[config.mk]
export PLATFORM = sky130hd
export DESIGN_NAME = rob_flush_sequencer
export DESIGN_NICKNAME = d
export VERILOG_FILES = /design/src/rtl/rob_flush_sequencer.sv
export SDC_FILE = /design/constraint.sdc
export NUM_CORES = 1
export LEC_CHECK = 0
export BUFFER_PORTS_ARGS = -buffer_cell sky130_fd_sc_hd__buf_2
export CAP_MARGIN = 0
export CORE_UTILIZATION = 40
export CTS_CLUSTER_DIAMETER = 50
export CTS_CLUSTER_SIZE = 8
export DETAILED_ROUTE_END_ITERATION = 8
export GPL_TIMING_DRIVEN = 0
export PLACE_DENSITY_LB_ADDON = 0.25
export SETUP_SLACK_MARGIN = 0.05
export SLEW_MARGIN = 5
export SYNTH_ARGS = -nofsm -noshare
export SYNTH_HDL_FRONTEND = slang
export SYNTH_SLANG_ARGS = --single-unit
[constraint.sdc]
create_clock -name Clk -period 6.3 [get_ports Clk]
set_clock_uncertainty 0.1 [all_clocks]
set_input_delay 0.945 -clock Clk [delete_from_list [all_inputs] [get_ports Clk]]
set_output_delay 0.945 -clock Clk [all_outputs]
set_load 0.02 [all_outputs]
[src/rtl/rob_flush_sequencer.sv]
// ROB-side flush sequencer: tracks the oldest outstanding redirect, waits for
// it to reach the ROB head, then issues the reload pulse directly (after a
// drain delay) for BRU/LSU redirects. For CSR redirects it first holds stop
// until the CSR unit resumes, then issues the reload pulse.
//
// Ports:
//   Clk, Rest          clock (rising edge), async active-low reset
//   RedirectValid      single-cycle redirect notification
//   RedirectPtr        {wrap, index} of the redirecting instruction
//   RedirectIsCsr      1 = serialising CSR redirect
//   RobHeadPtr         {wrap, index} of the ROB head
//   RobHeadDone        head entry has completed
//   CsrResume          CSR unit finished the serialised operation
//   ROBReLoad          one-cycle reload pulse
//   ROBstop            frontend stop level during CSR serialisation
//   ReloadPtr          pointer of the redirect being retired (0 when idle)
//   Busy               sequencer is not idle
module rob_flush_sequencer #(
   parameter int unsigned PTRW         = 4,
   parameter int unsigned DRAIN_CYCLES = 2
) (
   input  logic            Clk,
   input  logic            Rest,
   input  logic            RedirectValid,
   input  logic [PTRW:0]   RedirectPtr,
   input  logic            RedirectIsCsr,
   input  logic [PTRW:0]   RobHeadPtr,
   input  logic            RobHeadDone,
   input  logic            CsrResume,
   output logic            ROBReLoad,
   output logic            ROBstop,
   output logic [PTRW:0]   ReloadPtr,
   output logic            Busy
);

   localparam int unsigned PW   = PTRW + 1;
   localparam int unsigned CNTW = 4;

   typedef enum logic [2:0] {
      S_IDLE,
      S_WAIT_HEAD,
      S_DRAIN,
      S_STOPPED,
      S_RELOAD
   } state_e;

   state_e            state_q, state_d;
   logic [PW-1:0]     pend_ptr_q, pend_ptr_d;
   logic              pend_csr_q, pend_csr_d;
   logic [CNTW-1:0]   cnt_q, cnt_d;
   logic              reload_q, reload_d;
   logic              stop_q, stop_d;
   logic              busy_q, busy_d;
   logic [PW-1:0]     rptr_q, rptr_d;
   logic              head_match;
   logic              redir_older;

   // a is older than b in ROB order; the wrap bit flips the index comparison
   function automatic logic is_older(input logic [PW-1:0] a, input logic [PW-1:0] b);
      if (a[PTRW] == b[PTRW]) begin
         return a[PTRW-1:0] < b[PTRW-1:0];
      end
      return a[PTRW-1:0] > b[PTRW-1:0];
   endfunction

   assign head_match  = (RobHeadPtr == pend_ptr_q) && RobHeadDone;
   assign redir_older = RedirectValid && is_older(RedirectPtr, pend_ptr_q);

   // State, pending redirect, drain counter and output registers
   always_ff @(posedge Clk or negedge Rest) begin
      if (!Rest) begin
         state_q    <= S_IDLE;
         pend_ptr_q <= '0;
         pend_csr_q <= 1'b0;
         cnt_q      <= '0;
         reload_q   <= 1'b0;
         stop_q     <= 1'b0;
         busy_q     <= 1'b0;
         rptr_q     <= '0;
      end else begin
         state_q    <= state_d;
         pend_ptr_q <= pend_ptr_d;
         pend_csr_q <= pend_csr_d;
         cnt_q      <= cnt_d;
         reload_q   <= reload_d;
         stop_q     <= stop_d;
         busy_q     <= busy_d;
         rptr_q     <= rptr_d;
      end
   end

   // Next-state logic
   always_comb begin
      state_d    = state_q;
      pend_ptr_d = pend_ptr_q;
      pend_csr_d = pend_csr_q;
      cnt_d      = cnt_q;
      case (state_q)
         S_IDLE: begin
            if (RedirectValid) begin
               pend_ptr_d = RedirectPtr;
               pend_csr_d = RedirectIsCsr;
               state_d    = S_WAIT_HEAD;
            end
         end
         S_WAIT_HEAD: begin
            // An older redirect wins over a head match on the stale pointer
            if (redir_older) begin
               pend_ptr_d = RedirectPtr;
               pend_csr_d = RedirectIsCsr;
            end else if (head_match) begin
               if (pend_csr_q) begin
                  state_d = S_STOPPED;
               end else if (DRAIN_CYCLES == 0) begin
                  state_d = S_RELOAD;
               end else begin
                  cnt_d   = CNTW'(DRAIN_CYCLES - 1);
                  state_d = S_DRAIN;
               end
            end
         end
         S_DRAIN: begin
            if (cnt_q == '0) begin
               state_d = S_RELOAD;
            end else begin
               cnt_d = cnt_q - CNTW'(1);
            end
         end
         S_STOPPED: begin
            if (CsrResume) begin
               state_d = S_RELOAD;
            end
         end
         S_RELOAD: begin
            state_d = S_IDLE;
         end
         default: begin
            state_d = S_IDLE;
         end
      endcase
   end

   // Output next values, derived from the next state so outputs stay registered
   always_comb begin
      reload_d = (state_d == S_RELOAD);
      stop_d   = (state_d == S_STOPPED);
      busy_d   = (state_d != S_IDLE);
      rptr_d   = busy_d ? pend_ptr_d : '0;
   end

   assign ROBReLoad = reload_q;
   assign ROBstop   = stop_q;
   assign Busy      = busy_q;
   assign ReloadPtr = rptr_q;

endmodule
## Word-level counts from Yosys, hierarchy flattened

Index checks and enable logic that the tools add are counted.

| storage, ports and cells | value |
|---|---|
| flip-flop bits (word level) | 21 |
| input bits | 16 |
| output and inout bits | 8 |
| word-level logic and storage cells | 55 |

| operators by class | value |
|---|---|
| add/subtract/negate cells | 1 |
| order comparisons | 2 |
| equality and inequality tests | 13 |
| mux-type cells | 22 |
| reduce and logical (&&, ||, !) cells | 9 |

Operators with widths:

| cell | count |
|---|---|
| $mux 4 | 4 |
| $mux 3 | 5 |
| $mux 5 | 3 |
| $ne 2x2->1 const B | 6 |
| $pmux 3 s4 | 1 |
| $pmux 5 s2 | 1 |
| $eq 3x2->1 const B | 3 |
| $pmux 4 s2 | 1 |
| $mux 1 | 6 |
| $eq 5x5->1 | 1 |
| $reduce_and 5->1 | 1 |
| $gt 4x4->1 | 1 |
| $logic_not 4->1 | 1 |
| $lt 4x4->1 | 1 |
| $reduce_bool 2->1 | 2 |
| $sub 4x1->4 const B | 1 |
| $eq 3x1->1 const B | 1 |
| $eq 3x3->1 const B | 1 |
| $logic_not 3->1 | 1 |
| $reduce_and 3->1 | 1 |
| $reduce_bool 3->1 | 1 |
| $logic_and 1x1->1 | 2 |
| $pmux 1 s2 | 1 |
| $eq 1x1->1 | 1 |

## Depth between registers and ports, before layout

| depth | value |
|---|---|
| depth in word-level cells | 8 |
| depth in mapped cells | 8 |

## Least setup slack after synthesis

No wires, ideal clock.

| timing path | value |
|---|---|
| path kind | in2reg |
| start | in RedirectPtr[1] |
| end | reg rptr_q[1], in the netlist ReloadPtr[1] |
| library setup time | 125 ps |
| data arrival time | 2437 ps |
| slack | 3638 ps |
| cell stages on the path | 7 |
| cell sequence | ha_1 nor2b_4 o211ai_1 a221o_2 nand4_1 buf_4 mux2_2 |

| between the ends | value |
|---|---|
| cells in the longest elaborated chain, start to end | 8 |
| elaborated cells on any way between the ends | 12 |
| those cells by class | order compare: 2; mux: 8; reduce/logical: 2 |

RTL lines:

| what | line | source |
|---|---|---|
| from (decl) | 25 | `input logic [PTRW:0] RedirectPtr,` |
| $lt 4x4->1 | 61 | `return a[PTRW-1:0] < b[PTRW-1:0];` |
| $mux 1 | 60 | `if (a[PTRW] == b[PTRW]) begin` |
| $mux 1 | 63 | `return a[PTRW-1:0] > b[PTRW-1:0];` |
| $logic_and 1x1->1 | 67 | `assign redir_older = RedirectValid && is_older(RedirectPtr, pend_ptr_q);` |
| $mux 3 | 108 | `if (redir_older) begin` |
| $pmux 3 s4 | 98 | `case (state_q)` |
| $reduce_bool 3->1 | 147 | `busy_d = (state_d != S_IDLE);` |
| $mux 5 * | 148 | `rptr_d = busy_d ? pend_ptr_d : '0;` |
| net rptr_d[1] | 54 | `logic [PW-1:0] rptr_q, rptr_d;` |
| to (signal assigned) | 88 | `rptr_q <= rptr_d;` |
| to (decl) | 54 |  |

The timed path passes the listed nets; every way through them passes the cells marked *. The select of a mux whose other input is x is not followed.
A chain may end at the register's enable or synchronous reset.

## Worst setup path after layout

| timing path | value |
|---|---|
| start | in RedirectPtr[1] |
| end | reg cnt_q[3] |

| between the ends | value |
|---|---|
| cells in the longest elaborated chain, start to end | 6 |
| elaborated cells on any way between the ends | 7 |
| those cells by class | order compare: 2; eq/ne: 1; mux: 2; reduce/logical: 2 |

RTL lines:

| what | line | source |
|---|---|---|
| $lt 4x4->1 | 61 |  |
| $mux 1 | 60 |  |
| $mux 1 * | 63 |  |
| $logic_and 1x1->1 * | 67 |  |
| $ne 2x2->1 (no line) * | n/a |  |
| $reduce_and 5->1 (no line) * | n/a |  |
| to (signal assigned) | 84 | `cnt_q <= cnt_d;` |
| to (decl) | 50 | `logic [CNTW-1:0] cnt_q, cnt_d;` |

Every way passes the cells marked *; elsewhere a longest branch is shown, timed or not. The select of a mux whose other input is x is not followed.

==> reports/metrics.yaml <==
status: "complete, no violations"
drive_gt1_frac: 0.329
rsz0062_at_grt: "no"
p_leak_nw: 0.655
p_total_mw: 0.593
utilization: 0.488
io_buffers: 23
period_minus_slack_ns: 2.75
drt-total-wl_mm: 2.22
critPathKind: "in2reg"
antennaDiodeCount: 0
h-tree-depth: 1
synthArstFlopShare: 1.00
fp.dieW_um: 56.0
cts_root_buf: "clkbuf_4"
drc_errors: 0
drt_iter0_markers: 17
cp-start-kind: "input pin"
synth_common_cells: "dfrtp_1 (21), mux2_2 (10), nand2_1 (10)"
ioPinCount: 24
clock.fmax_mhz: 363
min_path_cells: 1
end_kind: "flip-flop"
max_cap_violations: 0
layout.nets: 163
grt_pass1_vias: 859
peakVddDrop_uv: 276
num_vias: 892
crit_cells: 7
synth-edff-count: 0
hp-class: "reg2reg"
grt_first_pass_wirelength_mm: 3.79
ant_nets: 0
cts_hold_buf: 0
path_max_fanout: 4
post_cts_buffers: 0
r2r-end: "cnt_q[3]$_DFFE_PN0P_"
synth-seq-cells: 21
grt_antenna_before_repair: 0
dr.pass1.iters: 6
setup_violations: 0
core_area_um2: 2760
grt_max_degree: 22
ys.flop_type: "dfrtp_1"
synth_top_area_cell: "dfrtp_1"
postCtsResizedCells: 0
start_util: 0.422
drv_slew: 0
startpoint: "RedirectPtr[1]"
clk-insertion-delay-late_ns: 0.30
slowest_stage: "nor4_1"
path_delay_family: "simple AND/OR/NAND/NOR gates"
fillers: 261
cts_sinks: 21
synth_top_area_frac: 0.451
path_clk_slew_ns: 0.12
tightest_slew_ns: 0.707
avgSynthCellArea_um2: 10.3
required_ns: 6.37
path_buf_inv: 1
arrival_ns: 2.82
cpPeakStageDelay_ns: 0.67
hpwlAfterDp_mm: 1.61
grt-ovfl-total: 0
power.density_nw_per_um2: 440
period_share: 0.437
netlist_instances: 113
row_count: 19
clockBufferDepth: 2
netlist_area_um2: 1160
cts_buffers: 3
synthesis.nets: 135
reg2reg_slack_ns: 3.85
design.die.area_um2: 3130
yosysSeqAreaShare: 0.451
die_height_um: 56.0
place.gp.congestion: 0.853
grt_use_total: 0.154
synth.most_common_cell: "dfrtp_1"
yosysWarningCount: 0
ys_top_cells_by_area: "dfrtp_1 (45%), mux2_2 (9.7%), ha_1 (6.4%)"
endpoint: "cnt_q[3]$_DFFE_PN0P_"
area_growth_syn_to_layout_pct: 15.6
crit_chain: "buf_2 > ha_1 > nor2b_4 > o211ai_1 > a21oi_1 > nor4_1 > o21ai_0"
final-hold-violation-count: 0
relSlewSlack: 0.525
synth_cell_types: 33
finalSetupTns_ns: 0
rr_worst_depth: 7
vias_per_cell: 5.22
timing.rr.start: "pend_ptr_q[1]$_DFF_PN0_"
post_drt_wl_per_cell_um: 13.0
cts_tree: "done"
## cell families after synthesis
family,count (synthesis),share of synthesized area
compound gates,14,0.0741
xor+xnor,6,0.0516
fa+ha+maj,6,0.0644
buf+inv,12,0.0430
flops,21,0.451
mux,12,0.114
simple gates,42,0.202
## routing by layer
metal  wire length [um]  global-route usage
met1               1070               0.210
met2               1060               0.252
met5                  0                   0
met4                 13              0.0523
met3                 80              0.0233
## state kept, by name, summed over array words and instances (netlist names)
signal,cells
ROBReLoad,1
cnt_q,4
pend_ptr_q,5
ROBstop,1
Busy,1
ReloadPtr,5
state_q,3
pend_csr_q,1
## worst reg2reg max path, stage by stage (launching register included)
cell and delay, ns:
dfrtp_1 0.40, inv_1 0.07, ha_1 0.29, nor2b_4 0.13, o211ai_1 0.29, a21oi_1 0.18
nor4_1 0.67, o21ai_0 0.20
## where the power goes
group          switching [mW]  internal, mW  leakage [nW]  total, mW
registers              0.0344         0.190         0.247      0.224
logic                   0.159         0.143         0.391      0.302
clock network          0.0432        0.0237        0.0177     0.0669
## metrics by stage
step	hold slack (ns)	setup slack (ns)	instance area, um^2	instances
3_5_place_dp	0.412	3.29	1320	167
4_1_cts	0.442	3.65	1350	171
6_report	0.439	3.55	1350	171
2_1_floorplan	0.387	3.64	1160	113
5_1_grt	0.460	3.48	1350	171
3_3_place_gp	0.411	3.31	1320	167
## cell usage in the layout (no fill, tap or decap)
cell / n
nor3_1: 6
nand2_1: 10
or3_1: 1
a21oi_1: 5
inv_1: 8
dfrtp_1: 21
clkbuf_4: 3
nand3b_1: 1
nor2_1: 5
mux2_2: 10
xnor2_1: 1
nor4_2: 1
buf_4: 1
mux2i_1: 2
ha_1: 6
nand2b_1: 5
nor4_1: 1
o21a_1: 1
xor2_1: 4
nand4_1: 3
buf_2: 24
inv_2: 1
o41ai_1: 1
nand3_1: 4
o21ai_0: 4
or2_2: 1
nor2b_4: 1
xor2_2: 1
and4_4: 1
or4_1: 2
clkbuf_1: 1
clkinv_2: 1
o211ai_1: 1
a221o_2: 1
o22ai_1: 1
## how the worst min path moves through the flow
stage	end	start	slack, ns
floorplan	pend_csr_q$_DFFE_PN0P_	pend_csr_q$_DFFE_PN0P_	0.39
global placement	pend_csr_q$_DFFE_PN0P_	pend_csr_q$_DFFE_PN0P_	0.41
detailed placement	pend_csr_q$_DFFE_PN0P_	pend_csr_q$_DFFE_PN0P_	0.41
CTS	pend_csr_q$_DFFE_PN0P_	pend_csr_q$_DFFE_PN0P_	0.44
global route	pend_csr_q$_DFFE_PN0P_	pend_csr_q$_DFFE_PN0P_	0.46
finish	pend_csr_q$_DFFE_PN0P_	pend_csr_q$_DFFE_PN0P_	0.44
## cell type report
cell class	count	area, um^2	area share
plain buffers	3	16.3	0.0121
flip-flops and latches	21	526	0.390
clock buffers	3	22.5	0.0167
repair buffers	23	115	0.0855
multi-input cells	80	589	0.438
well taps	31	38.8	0.0288
inverters	9	33.8	0.0251
clock inverters	1	5.00	0.00372
Power figures use the tool's default switching activity.
